### src/rtl/instr_loader.sv
// rtl/instr_loader.sv - byte-stream program loader that writes 32-bit words into instruction memory
// Holds the CPU while a length-prefixed little-endian image is streamed in.
module instr_loader #(
  parameter int                    DATA_WIDTH     = 32,
  parameter int                    MEM_ADDR_WIDTH = 8,
  parameter logic [DATA_WIDTH-1:0] BASE_ADDR      = '0
) (
  input  logic                      clk,
  input  logic                      rst,
  input  logic                      start,
  input  logic [7:0]                byte_in,
  input  logic                      byte_valid,
  output logic                      byte_ready,
  output logic                      wr_en,
  output logic [DATA_WIDTH-1:0]     wr_addr,
  output logic [DATA_WIDTH-1:0]     wr_data,
  output logic                      cpu_hold,
  output logic                      done,
  output logic                      error,
  output logic [MEM_ADDR_WIDTH:0]   word_count
);

  typedef enum logic [2:0] {
    S_IDLE,
    S_HDR_LO,
    S_HDR_HI,
    S_DATA,
    S_WRITE,
    S_DONE,
    S_ERR
  } state_t;

  localparam logic [31:0] MAX_WORDS = 32'(1) << MEM_ADDR_WIDTH;

  state_t                  state;
  state_t                  state_nxt;
  logic [15:0]             n_words;
  logic [15:0]             n_full;
  logic [1:0]              byte_idx;
  logic [23:0]             word_buf;
  logic [MEM_ADDR_WIDTH:0] wc_next;
  logic                    xfer;

  assign xfer    = byte_valid & byte_ready;
  assign wc_next = word_count + {{MEM_ADDR_WIDTH{1'b0}}, 1'b1};
  assign n_full  = {byte_in, n_words[7:0]};

  always_ff @(posedge clk or negedge rst) begin
    if (!rst) begin
      state <= S_IDLE;
    end else begin
      state <= state_nxt;
    end
  end

  // Decisions use byte_valid directly: every state that reads it already has byte_ready high.
  always_comb begin
    state_nxt  = state;
    byte_ready = 1'b0;
    wr_en      = 1'b0;
    cpu_hold   = 1'b0;
    done       = 1'b0;
    error      = 1'b0;
    case (state)
      S_IDLE: begin
        if (start) state_nxt = S_HDR_LO;
      end
      S_HDR_LO: begin
        byte_ready = 1'b1;
        cpu_hold   = 1'b1;
        if (byte_valid) state_nxt = S_HDR_HI;
      end
      S_HDR_HI: begin
        byte_ready = 1'b1;
        cpu_hold   = 1'b1;
        if (byte_valid) begin
          if (n_full == 16'h0)                   state_nxt = S_DONE;
          else if ({16'h0, n_full} > MAX_WORDS)  state_nxt = S_ERR;
          else                                   state_nxt = S_DATA;
        end
      end
      S_DATA: begin
        byte_ready = 1'b1;
        cpu_hold   = 1'b1;
        if (byte_valid && byte_idx == 2'd3) state_nxt = S_WRITE;
      end
      S_WRITE: begin
        wr_en    = 1'b1;
        cpu_hold = 1'b1;
        if (32'(wc_next) == {16'h0, n_words}) state_nxt = S_DONE;
        else                                  state_nxt = S_DATA;
      end
      S_DONE: begin
        done = 1'b1;
        if (start) state_nxt = S_HDR_LO;
      end
      S_ERR: begin
        error    = 1'b1;
        cpu_hold = 1'b1;
        if (start) state_nxt = S_HDR_LO;
      end
      default: state_nxt = S_IDLE;
    endcase
  end

  // wr_addr/wr_data are loaded on the 4th byte so they are valid during WRITE and hold afterwards.
  always_ff @(posedge clk or negedge rst) begin
    if (!rst) begin
      n_words    <= '0;
      byte_idx   <= '0;
      word_buf   <= '0;
      word_count <= '0;
      wr_addr    <= '0;
      wr_data    <= '0;
    end else begin
      case (state)
        S_IDLE, S_DONE, S_ERR: begin
          if (start) begin
            word_count <= '0;
            byte_idx   <= '0;
          end
        end
        S_HDR_LO: if (xfer) n_words[7:0] <= byte_in;
        S_HDR_HI: if (xfer) n_words[15:8] <= byte_in;
        S_DATA: begin
          if (xfer) begin
            byte_idx <= byte_idx + 2'd1;
            case (byte_idx)
              2'd0:    word_buf[7:0]   <= byte_in;
              2'd1:    word_buf[15:8]  <= byte_in;
              2'd2:    word_buf[23:16] <= byte_in;
              default: begin
                wr_data <= DATA_WIDTH'({byte_in, word_buf});
                wr_addr <= BASE_ADDR + (DATA_WIDTH'(word_count) << 2);
              end
            endcase
          end
        end
        S_WRITE: word_count <= wc_next;
        default: ;
      endcase
    end
  end

endmodule

### config.mk
export PLATFORM = sky130hd
export DESIGN_NAME = instr_loader
export DESIGN_NICKNAME = d
export VERILOG_FILES = /design/src/rtl/instr_loader.sv
export SDC_FILE = /design/constraint.sdc
export NUM_CORES = 1
export LEC_CHECK = 0
export ABC_CLOCK_PERIOD_IN_PS = 2200
export CELL_PAD_IN_SITES_DETAIL_PLACEMENT = 2
export CELL_PAD_IN_SITES_GLOBAL_PLACEMENT = 2
export CORE_MARGIN = 3
export CORE_UTILIZATION = 34
export CTS_CLUSTER_DIAMETER = 150
export DETAILED_ROUTE_END_ITERATION = 8
export GPL_TIMING_DRIVEN = 1
export PLACE_DENSITY = 0.79
export SLEW_MARGIN = 20
export SYNTH_ARGS = -nofsm -noshare
export SYNTH_HDL_FRONTEND = slang
export SYNTH_SLANG_ARGS = --single-unit
### constraint.sdc
create_clock -name clk -period 2.2 [get_ports clk]
set_input_delay 0.33 -clock clk [delete_from_list [all_inputs] [get_ports clk]]
set_output_delay 0.33 -clock clk [all_outputs]
set_load 0.02 [all_outputs]
==> summary.txt, run 1 <==
Worst Setup End Kind: primary output
Synth area leaders: dfrtp_1, mux2_2, buf_4
Leading cell types in the layout, fill and taps excluded: dfrtp_1, mux2_2, clkdlybuf4s50_1, conb_1, buf_4
Worst-path clk slew: 0.07 ns
Gate count after technology mapping: 345
Share of the synthesized area in the top cell type: 0.545
Gpl congestion: 0.767
Vias in the first global route: 3447
Main flop type after synthesis: dfrtp_1
Ys Warns: 0
EDFF count, synth: 0
Final hold vios: 0
Seq. cell area: 2380 sq um
Layout cells sized above 1: 0.312
DP Wirelength: 8380 microns
Starting density of the core: 0.356
Skew final: 0.00739 ns
Worst R2R Setup Slack: 0.13 ns
Diode count: 0
Initial antenna violation count: 0
Final core occ: 0.457
Max Fclk: 478 MHz
Layout Nets: 448
PD cells: 1150 nW/um^2
Max Buffers Root-to-Sink: 2
Vias: 3031
# fillers: 1224
DRC violations left: 0
Worst Hold Slack: 0.508 ns
Post-layout min period: 2.09 ns
1st-iter DRT viols: 116
Root buf cell: clkbuf_16
Pins Over Slew Limit: 0
Die X-Extent: 119 microns
Final Cycle Share: 0.950
Critical path class: flop to primary output
Library cells used by synthesis: 45
Seq/Total Area, Yosys: 0.545
Via density: 5.02
MaxCap Viol Count: 0
Chip height: 119 microns
WL per Instance: 21.0 microns
RSZ-0062 raised after global routing: yes
HP Class: flop to flop
Port Buf Inserts: 66
Crit-path cells: buf_4, a21oi_1, clkdlybuf4s50_1
Critical Path AT: 1.76 ns
Clk Latency, worst-skew pair: 0.34 ns
Pleak: 2.55 nW
GRT Overall Usage: 0.182
TritonCTS clock tree: yes
Wirelength, routed: 12700 microns
Crit path max-delay cell type: clkdlybuf4s50_1
Async SR Flop Fraction: 1.00
Post-DRT Antenna Nets: 0
IO Count: 90
Worst Max-Slew Pin Slew: 0.553 ns
H-tree Lvls: 3
Core Area: 12300 sq um
Final setup viols: 0
Avg Cell Area, Syn: 12.6 sq um
Die Footprint: 14200 sq um
Num CTS Buffers: 9
VDD IR max: 0.458 mV
Drt first pass iters: 4
Commonest non-fill, non-tap cell in the layout: dfrtp_1
Largest net degree at the start of global routing: 42
#FFs+latches synth: 95
Synth Cell Area: 4360 sq um
Crit path required time: 1.87 ns
Synth area leader: dfrtp_1
CP Launch Type: flop
Slew margin rel.: 0.631
Global-route wire length before repair: 20000 microns
Std cell rows: 40
Status: finished, final reports clean
Multi-input logic area: 1820 sq um
Maximum fanout along the worst path: 9
Area Overhead vs Synth: 28.3%
GRT overflow: 0
Clock tree sinks: 95
Max stage delay on crit path: 0.63 ns
## worst max-delay path: cells and delay by family (launching register included)
kind                   cells  cell delay, ns
flip-flops                 1            0.46
buffers and inverters      2            0.80
AO/OA/AOI/OAI              1            0.16
## synth_stat cells, types with 2 or more instances
| cell | number |
|---|---|
| nor2_1 | 12 |
| ha_1 | 5 |
| nor2b_1 | 2 |
| nand4_1 | 3 |
| o22ai_1 | 2 |
| mux2_2 | 82 |
| o31ai_1 | 2 |
| xor2_1 | 5 |
| nand3_1 | 3 |
| nor4_1 | 5 |
| inv_1 | 5 |
| nor3_1 | 9 |
| a21oi_1 | 6 |
| o211ai_1 | 3 |
| a211oi_1 | 2 |
| a22o_1 | 2 |
| xnor2_1 | 7 |
| buf_4 | 23 |
| nand2b_1 | 2 |
| and3_1 | 3 |
| dfrtp_1 | 95 |
| nand2_1 | 20 |
| buf_2 | 9 |
| o21ai_0 | 14 |
| clkbuf_1 | 4 |
## cell families (layout without fill, tap and decap cells)
| kind of cell | count (synthesis) | after routing | synth area share |
|---|---|---|---|
| xor+xnor | 12 | 12 | 0.0241 |
| buf+inv | 42 | 111 | 0.0585 |
| mux | 82 | 82 | 0.212 |
| fa+ha+maj | 5 | 5 | 0.0143 |
| flops | 95 | 95 | 0.545 |
| simple gates | 67 | 67 | 0.0823 |
| other cells | 1 | 23 | 0.000860 |
| compound gates | 41 | 41 | 0.0634 |
## per-layer routing
layer / share of wire / GRT usage / up-vias
li1: - / - / 1345
met1: 0.42 / 0.226 / 1584
met2: 0.53 / 0.317 / 81
met3: 0.039 / 0.0299 / 21
met4: 0.020 / 0.0717 / 0
met5: 0 / 0 / -
## power breakdown
part	internal, W	leakage (nW)	switching [W]
Combinational	0.00108	1.15	0.00105
Clock	0.000828	0.142	0.000742
Sequential	0.00228	1.25	0.000450
Total	0.00418	2.55	0.00225
## cell type report
type,count,share of cell area
sequential,95,0.425
multi-input combinational,230,0.326
timing repair buffer,89,0.154
clock buffer,10,0.0427
tap,168,0.0376
clock inverter,6,0.0112
inverter,6,0.00402
## per-stage QoR
stage	std cells	TNS (ns)	setup WS, ns	instance area [sq um]	total power [W]
finish	604	0	0.109	5600	0.00643
global route	604	-0.0174	-0.0174	5600	0.00682
CTS	601	0	0.0461	5570	0.00645
detailed placement	584	-1.02	-0.0749	5250	0.00479
global placement	584	0	0.0273	5250	0.00461
floorplan	367	0	0.182	4450	0.00393
## sequential cells by signal, indices dropped and copies added, names as in the netlist
signal and cells:
word_buf 24, word_count 9, n_words 16, wr_addr 9
state 3, byte_idx 2, wr_data 32
## what timing repair did
item,4_1_cts,5_1_grt
gates resized for setup,3,2
setup buffers,0,3
hold buffers,1,0
hold endpoints to repair,39,0
setup endpoints to repair,4,3
## path summary, 6_finish.rpt
path / startpoint / end / cells past startpoint
worst max-delay path: state[0] / cpu_hold / 3
worst min-delay path: word_buf[22] / wr_data[22] / 1
worst max register to register: state[2] / word_buf[5] / 4
worst min register to register: word_buf[22] / wr_data[22] / 1
max in group asynchronous: rst / state[1] / 3
min in group asynchronous: rst / word_buf[3] / 2
Note: power is estimated with default switching activity, not from simulation.
==> run 2: changes to the inputs <==
--- a/config.mk
+++ b/config.mk
@@ -8,6 +8,7 @@
 export ABC_CLOCK_PERIOD_IN_PS = 2200
 export CELL_PAD_IN_SITES_DETAIL_PLACEMENT = 2
 export CELL_PAD_IN_SITES_GLOBAL_PLACEMENT = 2
+export CORE_ASPECT_RATIO = 0.5
 export CORE_MARGIN = 3
 export CORE_UTILIZATION = 34
 export CTS_CLUSTER_DIAMETER = 150
==> run 2 against run 1 <==
Effect of this change:
- sequential share of layout area decreased by 0.10 points
- critical path depth stayed put
- worst hold slack got worse by 0.079 ns
- global-route usage down 1.3 points
- critical path type unchanged
- highest routed layer unchanged
==> summary.txt, run 2 (same netlist as run 1, synthesis figures left out) <==
Int Pwr: 0.00417 W (-0.43%)
Worst R2R Setup Slack: 0.24 ns (+0.11 ns)
Vias: 2916 (-3.8%)
Reg2Reg Launch Point: word_count[2]
Worst Reg-to-Reg Cells: 6 (+2)
GRT overflow: 0 (unchanged)
Top delay family on crit path: buffers and inverters
Max Buffers Root-to-Sink: 2 (unchanged)
Chip height: 86.1 microns (-28%)
CP Launch Type: flop
Clock share of power: 0.250 (+0.006)
Max stage delay on crit path: 0.60 ns (-0.03 ns)
Largest net degree at the start of global routing: 40 (-4.8%)
Area Overhead vs Synth: 28.6%
Multi-input logic area: 1820 sq um (-0.14%)
IO Count: 90 (unchanged)
Drt first pass iters: 4 (unchanged)
Pleak: 2.57 nW (+0.73%)
Crit path required time: 1.87 ns (about the same)
PD cells: 1130 nW/um^2 (-1.3%)
Status: finished, final reports clean
Port Buf Inserts: 66 (unchanged)
HP Class: input port to async pin
Gpl congestion: 0.785 (+2.5%)
Final hold vios: 0 (unchanged)
Skew final: 0.00707 ns (-0.000320 ns)
RSZ-0062 raised after global routing: no
Largest register FFs: 32 (unchanged)
Initial antenna violation count: 0 (unchanged)
Worst Setup End Kind: primary output
Std cell rows: 28 (-30%)
Clock tree sinks: 95 (unchanged)
Die Footprint: 14300 sq um (+0.58%)
DRC violations left: 0 (unchanged)
Non-Filler Instances: 603 (-0.17%)
MaxCap Viol Count: 0 (unchanged)
Post-layout min period: 2.11 ns (+0.0170 ns)
Max Fclk: 474 MHz (-0.80%)
1st-iter DRT viols: 102 (-12%)
Placed inst area: 5290 sq um (+0.64%)
Maximum fanout along the worst path: 15 (+6)
Vias in the first global route: 3354 (-2.7%)
Post-route cell area: 5610 sq um (+0.25%)
Final core occ: 0.462 (+0.00508)
Net Sw Frac: 0.345 (-0.00441)
Via density: 4.84 (-3.6%)
H-tree Lvls: 3 (unchanged)
Core Area: 12200 sq um (-0.86%)
Critical path class: flop to primary output
Final setup viols: 0 (unchanged)
Comb pwr share: 0.319 (-0.013)
Die X-Extent: 166 microns (+39%)
Num CTS Buffers: 9 (unchanged)
Worst-path clk slew: 0.07 ns (about the same)
Post-DRT Antenna Nets: 0 (unchanged)
Final Cycle Share: 0.958 (+0.00771)
Commonest non-fill, non-tap cell in the layout: dfrtp_1
WP buf/inv: 2 (unchanged)
GRT Overall Usage: 0.169 (-0.0135)
Layout Nets: 450 (+0.45%)
Root buf cell: clkbuf_16
DP Wirelength: 8130 microns (-3.1%)
Post-CTS setup buffers: 0 (unchanged)
Largest Register: wr_data
TritonCTS clock tree: yes
Diode count: 0 (unchanged)
Dpl cells: 586 (+0.34%)
Global-route wire length before repair: 18900 microns (-5.7%)
VDD IR max: 0.409 mV (-11%)
# fillers: 1214 (-0.82%)
Worst r2r dst: state[2]
Crit path max-delay cell type: clkdlybuf4s50_1
Starting density of the core: 0.359 (+0.00308)
Layout cells sized above 1: 0.315 (+0.00314)
WL per Instance: 18.9 microns (-9.7%)
Clk Latency, worst-skew pair: 0.34 ns (about the same)
Switch Pwr: 0.00219 W (-2.3%)
Leading cell types in the layout, fill and taps excluded: dfrtp_1, mux2_2, clkdlybuf4s50_1, conb_1, buf_4
Pins Over Slew Limit: 0 (unchanged)
Register share of total power: 0.431 (+0.007)
Wirelength, routed: 11400 microns (-9.9%)
Crit-path cells: inv_1, and3_1, clkdlybuf4s50_1
Critical Path AT: 1.78 ns (+0.02 ns)
Seq. cell area: 2380 sq um (unchanged)
Top flop regs: wr_data x32, word_buf x24, n_words x16
## run 2: cell types whose count changed in the layout (fill, tap and decap cells not counted), sizes merged
cell / previous run / this run
buf: 23 / 25
inv: 8 / 10
clkinvlp: 2 / 0
## run 2: layout make-up
type / instances / share of cell area
inverters: 6 / 0.00401
clock inverters: 6 / 0.0120
repair buffers: 91 / 0.156
clock buffers: 10 / 0.0426
multi-input cells: 230 / 0.324
flip-flops and latches: 95 / 0.424
well taps: 165 / 0.0368
## run 2: worst reg2reg max path: stages, from the launching register on
cell and delay (ns):
dfrtp_1 0.64, and3_1 0.31, nand2_1 0.10, a31o_2 0.25, a21oi_1 0.22, nor4_1 0.09
o31a_1 0.25
## run 2: how the worst max path moves through the flow
stage | start | endpoint | cells after the start
after global placement | byte_valid | word_buf[2] | 5
after CTS | state[0] | wr_en | 4
after floorplan | word_count[0] | state[2] | 8
after detailed placement | byte_valid | word_buf[11] | 5
final | state[0] | error | 3
after global routing | state[0] | error | 3
## run 2: power by group through the flow
stage | clock [W] | combinational [W] | sequential (W)
after floorplan | 0 | 0.00120 | 0.00273
after global placement | 0 | 0.00192 | 0.00273
after detailed placement | 0 | 0.00202 | 0.00276
after CTS | 0.00163 | 0.00206 | 0.00275
after global routing | 0.00172 | 0.00222 | 0.00282
final | 0.00159 | 0.00203 | 0.00274
## run 2: repair_timing
action,4_1_cts,5_1_grt
gates cloned,0,0
hold buffers,1,0
setup endpoints to repair,27,12
hold endpoints to repair,21,0
gates resized for setup,2,3
## run 2: metrics by stage
stage	setup WS, ns	setup TNS (ns)	power [W]	hold slack, ns
after floorplan	0.182	0	0.00393	0.0344
after global placement	0.0360	0	0.00465	0.255
after detailed placement	-0.134	-2.49	0.00478	0.261
after CTS	0.0346	0	0.00643	0.428
after global routing	0.00158	0	0.00676	0.436
final	0.0920	0	0.00636	0.429
## run 2: routing by layer
| layer | vias to the layer above | part of all wire | global-route usage |
|---|---|---|---|
| met3 | 6 | 0.031 | 0.0396 |
| met2 | 59 | 0.49 | 0.292 |
| met4 | 0 | 0.0069 | 0.0340 |
| li1 | 1363 | - | - |
| met1 | 1488 | 0.47 | 0.220 |
| met5 | - | 0 | 0 |
==> RTL edit 1, RTL diff (config.mk and constraints of run 1) <==
Put one more register stage on the output `word_count`, without a reset. The value now appears one clock later. The other outputs are not delayed to match.
--- a/src/rtl/instr_loader.sv
+++ b/src/rtl/instr_loader.sv
@@ -33,4 +33,6 @@
   localparam logic [31:0] MAX_WORDS = 32'(1) << MEM_ADDR_WIDTH;
 
+  logic [MEM_ADDR_WIDTH:0] word_count_s0;
+
   state_t                  state;
   state_t                  state_nxt;
@@ -43,5 +45,5 @@
 
   assign xfer    = byte_valid & byte_ready;
-  assign wc_next = word_count + {{MEM_ADDR_WIDTH{1'b0}}, 1'b1};
+  assign wc_next = word_count_s0 + {{MEM_ADDR_WIDTH{1'b0}}, 1'b1};
   assign n_full  = {byte_in, n_words[7:0]};
 
@@ -110,5 +112,5 @@
       byte_idx   <= '0;
       word_buf   <= '0;
-      word_count <= '0;
+      word_count_s0 <= '0;
       wr_addr    <= '0;
       wr_data    <= '0;
@@ -117,5 +119,5 @@
         S_IDLE, S_DONE, S_ERR: begin
           if (start) begin
-            word_count <= '0;
+            word_count_s0 <= '0;
             byte_idx   <= '0;
           end
@@ -132,10 +134,10 @@
               default: begin
                 wr_data <= DATA_WIDTH'({byte_in, word_buf});
-                wr_addr <= BASE_ADDR + (DATA_WIDTH'(word_count) << 2);
+                wr_addr <= BASE_ADDR + (DATA_WIDTH'(word_count_s0) << 2);
               end
             endcase
           end
         end
-        S_WRITE: word_count <= wc_next;
+        S_WRITE: word_count_s0 <= wc_next;
         default: ;
       endcase
@@ -143,4 +145,8 @@
   end
 
+  always_ff @(posedge clk) begin
+    word_count <= word_count_s0;
+  end
+
 endmodule
 
Check against the original RTL: not equivalent (a bounded check fails within 10 cycles, from zero or initial values and one cycle with rst low).
==> RTL edit 1 against run 1 <==
Synthesized area increased by 4.1%; sequential cell count increased by 9; sequential power rose by 7.3%; register-to-register slack better by 0.10 ns; worst setup slack improved by 0.057 ns; die area grew 3.9%; total power rose by 2.0%; core utilization decreased by 0.74 points; sequential share of layout area rose by 2.0 points; design area rose by 2.9%; routed wire length down 0.26%; critical path type unchanged.
==> RTL edit 1: results (changes against run 1) <==
FFs & Latches - 104 (+9.5%)
clock latency at the later pin of the worst-skew pair - 0.36 ns (+0.02 ns)
Worst VDD drop - 0.4706 mV (+2.8%)
placed cell count - 601 (+2.9%)
GR Util met2 - 30.09% (-1.6 points)
R2R depth - 7 (+3)
final net count - 461 (+2.9%)
DRT Wirelength - 12640 um (-0.26%)
Critical Path Fanout Max - 12 (+3)
max incr delay on CP - 0.55 ns (-0.08 ns)
reg-to-reg endpoint - state[2]$_DFFE_PN0P_
P_sw - 2.234 mW (-0.53%)
Syn Inst Count - 354 (+2.6%)
Hold Slack - 0.4351 ns (-0.07316 ns)
Compound-Gate Fraction of Synth Area - 6.086% (-0.25 points)
largest net degree at the start of global routing - 43 (+2.4%)
overall routing resource usage - 18.01% (-0.23 points)
Register Area - 0.002562 mm^2 (+7.7%)
multiplexer area fraction after synthesis - 20.32% (-0.84 points)
total number of vias - 3094 (+2.1%)
Synth Area in XOR/XNOR - 2.313% (-0.096 points)
NonClk Buf Share - 15.18% (-0.20 points)
clk cell area share - 4.561% (-0.83 points)
Async S/R FF share, synth - 91.35% (-8.7 points)
clk_skew - 0.01113 ns (+0.003741 ns)
Fill cells - 1297 (+6.0%)
status - completed
Placer Congestion - 0.8045 (+5.0%)
Final Cell Area - 0.005761 mm^2 (+2.9%)
adder-cell share of the synthesized area - 1.377% (-0.057 points)
pre-CTS WS - 0.06719 ns (+0.1421 ns)
r2r startpoint - word_count_s0[0]$_DFFE_PN0P_
GR Util met3 - 2.832% (-0.16 points)
GR Util met1 - 23.49% (+0.90 points)
==> RTL edit 1: cells by family after synthesis <==
| logic type | count (synthesis) |
|---|---|
| AO/OA/AOI/OAI | 41 |
| flip-flops | 104 |
| multiplexers | 82 |
| buffers and inverters | 42 |
| XOR/XNOR | 12 |
| adder cells (fa/ha/maj) | 5 |
| other | 1 |
| AND/OR/NAND/NOR | 67 |
==> RTL edit 1: routing by layer <==
metal / routed length, um / vias to the layer above
met5: 0 / -
met2: 6441 / 63
met1: 5590 / 1622
li1: - / 1392
met3: 338 / 17
met4: 266 / 0
==> RTL edit 1: power groups by stage <==
stage | Sequential (mW) | Combinational (mW) | Clock [mW]
finish | 2.93 | 2.15 | 1.48
global route | 3.02 | 2.34 | 1.60
CTS | 2.96 | 2.11 | 1.52
detailed placement | 2.97 | 2.07 | 0
global placement | 2.90 | 1.93 | 0
floorplan | 2.94 | 1.20 | 0
==> RTL edit 1: how the worst max path moves through the flow <==
stage	startpoint	end	slack (ns)	cells after the start
floorplan	word_count_s0[0]$_DFFE_PN0P_	state[2]$_DFFE_PN0P_	0.31	8
global placement	byte_valid	word_buf[2]$_DFFE_PN0P_	0.15	6
detailed placement	byte_in[5]	state[1]$_DFFE_PN0P_	0.07	8
CTS	state[2]$_DFFE_PN0P_	cpu_hold	0.05	3
global route	byte_in[5]	state[1]$_DFFE_PN0P_	0.05	8
finish	state[2]$_DFFE_PN0P_	cpu_hold	0.17	3
==> RTL edit 1: what timing repair did <==
| action | in CTS | in global routing |
|---|---|---|
| buffers inserted | 0 | 3 |
| resized for setup | 3 | 4 |
| endpoints found under the hold margin | 23 | 0 |
| hold buffers | 1 | 0 |
| setup endpoints to repair | 4 | 3 |
==> RTL edit 2, RTL diff (flow settings as in run 1) <==
Made on the original files. `MEM_ADDR_WIDTH`: 8 -> 7.
--- a/src/rtl/instr_loader.sv
+++ b/src/rtl/instr_loader.sv
@@ -3,5 +3,5 @@
 module instr_loader #(
   parameter int                    DATA_WIDTH     = 32,
-  parameter int                    MEM_ADDR_WIDTH = 8,
+  parameter int                    MEM_ADDR_WIDTH = 7,
   parameter logic [DATA_WIDTH-1:0] BASE_ADDR      = '0
 ) (
Ports: changed (resized word_count); port bits go from 90 to 89. The function was not compared with the original's and may differ.
==> RTL edit 2 against run 1 <==
Worst setup slack worse by 0.035 ns; core utilization decreased by 1.3 points; die area down 0.99%; synthesized area fell by 1.0%; register-to-register slack improved by 0.11 ns; largest power group unchanged; cell count is 3.5% lower; routed wire length shrank 11%; design area down 3.3%; sequential cell count fell by 2; total power up 4.3%; critical path depth did not move.
==> RTL edit 2: results (changes against run 1) <==
sw frac - 34.90% (about the same)
Critical Path Fanout Max - 12 (+3)
multiplexer area fraction after synthesis - 21.12% (-0.040 points)
status - completed
Worst VDD drop - 0.5895 mV (+29%)
Reg with most FFs - wr_data
max incr delay on CP - 0.61 ns (-0.02 ns)
Hold Crit Class - in2async
HPWL after detailed placement - 8145 um (-2.9%)
top cells by instance count after synthesis - dfrtp_1, mux2_2, buf_4, o21ai_0, nand2_1
Vias/cell - 4.842 (-3.5%)
Compound-Gate Fraction of Synth Area - 5.795% (-0.54 points)
pre-CTS WS - -0.03202 ns (+0.04287 ns)
DRT Wirelength - 11240 um (-11%)
final net count - 428 (-4.5%)
Final Non-Filler Cells - 583 (-3.5%)
register area share after synthesis - 53.90% (-0.59 points)
placed cell count - 567 (-2.9%)
adder-cell share of the synthesized area - 1.449% (+0.015 points)
top area cells in the synthesized netlist - dfrtp_1, mux2_2, buf_4
Arr. time, crit path - 1.80 ns (+0.04 ns)
post-synthesis cell type count - 48 (+6.7%)
leakage - 2.476 nW (-2.8%)
placed inst area - 0.005134 mm^2 (-2.2%)
clk_skew - 0.009483 ns (+0.002096 ns)
I/O Buffers - 64 (-3.0%)
global-route wire length before repair - 18240 um (-8.8%)
worst-margin pin slew - 0.5738 ns (+0.02042 ns)
Placer Congestion - 0.8105 (+5.7%)
largest net degree at the start of global routing - 59 (+40%)
vias in the first global route - 3263 (-5.3%)
Synth Area in XOR/XNOR - 2.608% (+0.20 points)
==> RTL edit 2: routing by layer <==
layer  global-route usage [%]  wire, um  up-vias
met1                    20.95      4959     1477
li1                         -         -     1282
met4                    4.562       119        0
met3                    3.110       331       11
met5                        0         0        -
met2                    28.67      5831       53
==> RTL edit 2: cell families (layout without fill, tap and decap cells) <==
group / Yosys count / in the layout
flip-flops: 93 / 93
multiplexers: 81 / 81
AND/OR/NAND/NOR: 60 / 60
buffers and inverters: 44 / 104
AO/OA/AOI/OAI: 36 / 36
XOR/XNOR: 12 / 12
adder cells (fa/ha/maj): 5 / 5
other: 1 / 24
==> RTL edit 2: final timing paths <==
check / startpoint / end / slack, ns / cells after the start
setup / recovery: state[2]$_DFFE_PN0P_ / error / 0.07 / 3
hold / removal: rst / wr_addr[9]$_DFFE_PN0P_ / 0.50 / 2
setup reg to reg: word_count[0]$_DFFE_PN0P_ / state[1]$_DFFE_PN0P_ / 0.24 / 6
hold reg to reg: word_buf[20]$_DFFE_PN0P_ / word_buf[20]$_DFFE_PN0P_ / 0.50 / 1
max in group asynchronous: rst / wr_data[13]$_DFFE_PN0P_ / 1.01 / 3
min in group clk: word_buf[20]$_DFFE_PN0P_ / word_buf[20]$_DFFE_PN0P_ / 0.50 / 1
==> RTL edit 2: cell type report <==
class | count | area [um^2]
clock inverter | 5 | 37.54
sequential | 93 | 2328
fill | 1238 | 6799
multi-input combinational | 218 | 1772
tap | 168 | 210.2
inverter | 5 | 18.77
timing repair buffer | 84 | 817.0
clock buffer | 10 | 229.0
==> RTL edit 2: metrics by stage <==
step	TNS (ns)	hold WS, ns	power [mW]
after global placement	0	0.3242	5.135
after floorplan	0	0.03441	4.247
after CTS	0	0.5103	6.786
after global routing	0	0.5292	7.121
after detailed placement	-0.03202	0.3407	5.314
final	0	0.4994	6.703
==> RTL edit 2: timing repair <==
item / 4_1_cts / 5_1_grt
hold buffers: 1 / 0
endpoints found under the setup margin: 4 / 1
pin swaps: 0 / 0
gates resized for setup: 2 / 1
hold endpoints to repair: 35 / 0
==> RTL edit 2: power groups by stage <==
| stage | clock network [mW] | logic, mW | registers, mW |
|---|---|---|---|
| floorplan | 0 | 1.34 | 2.90 |
| global placement | 0 | 2.39 | 2.74 |
| detailed placement | 0 | 2.51 | 2.81 |
| CTS | 1.46 | 2.54 | 2.79 |
| global route | 1.55 | 2.70 | 2.87 |
| finish | 1.43 | 2.50 | 2.78 |
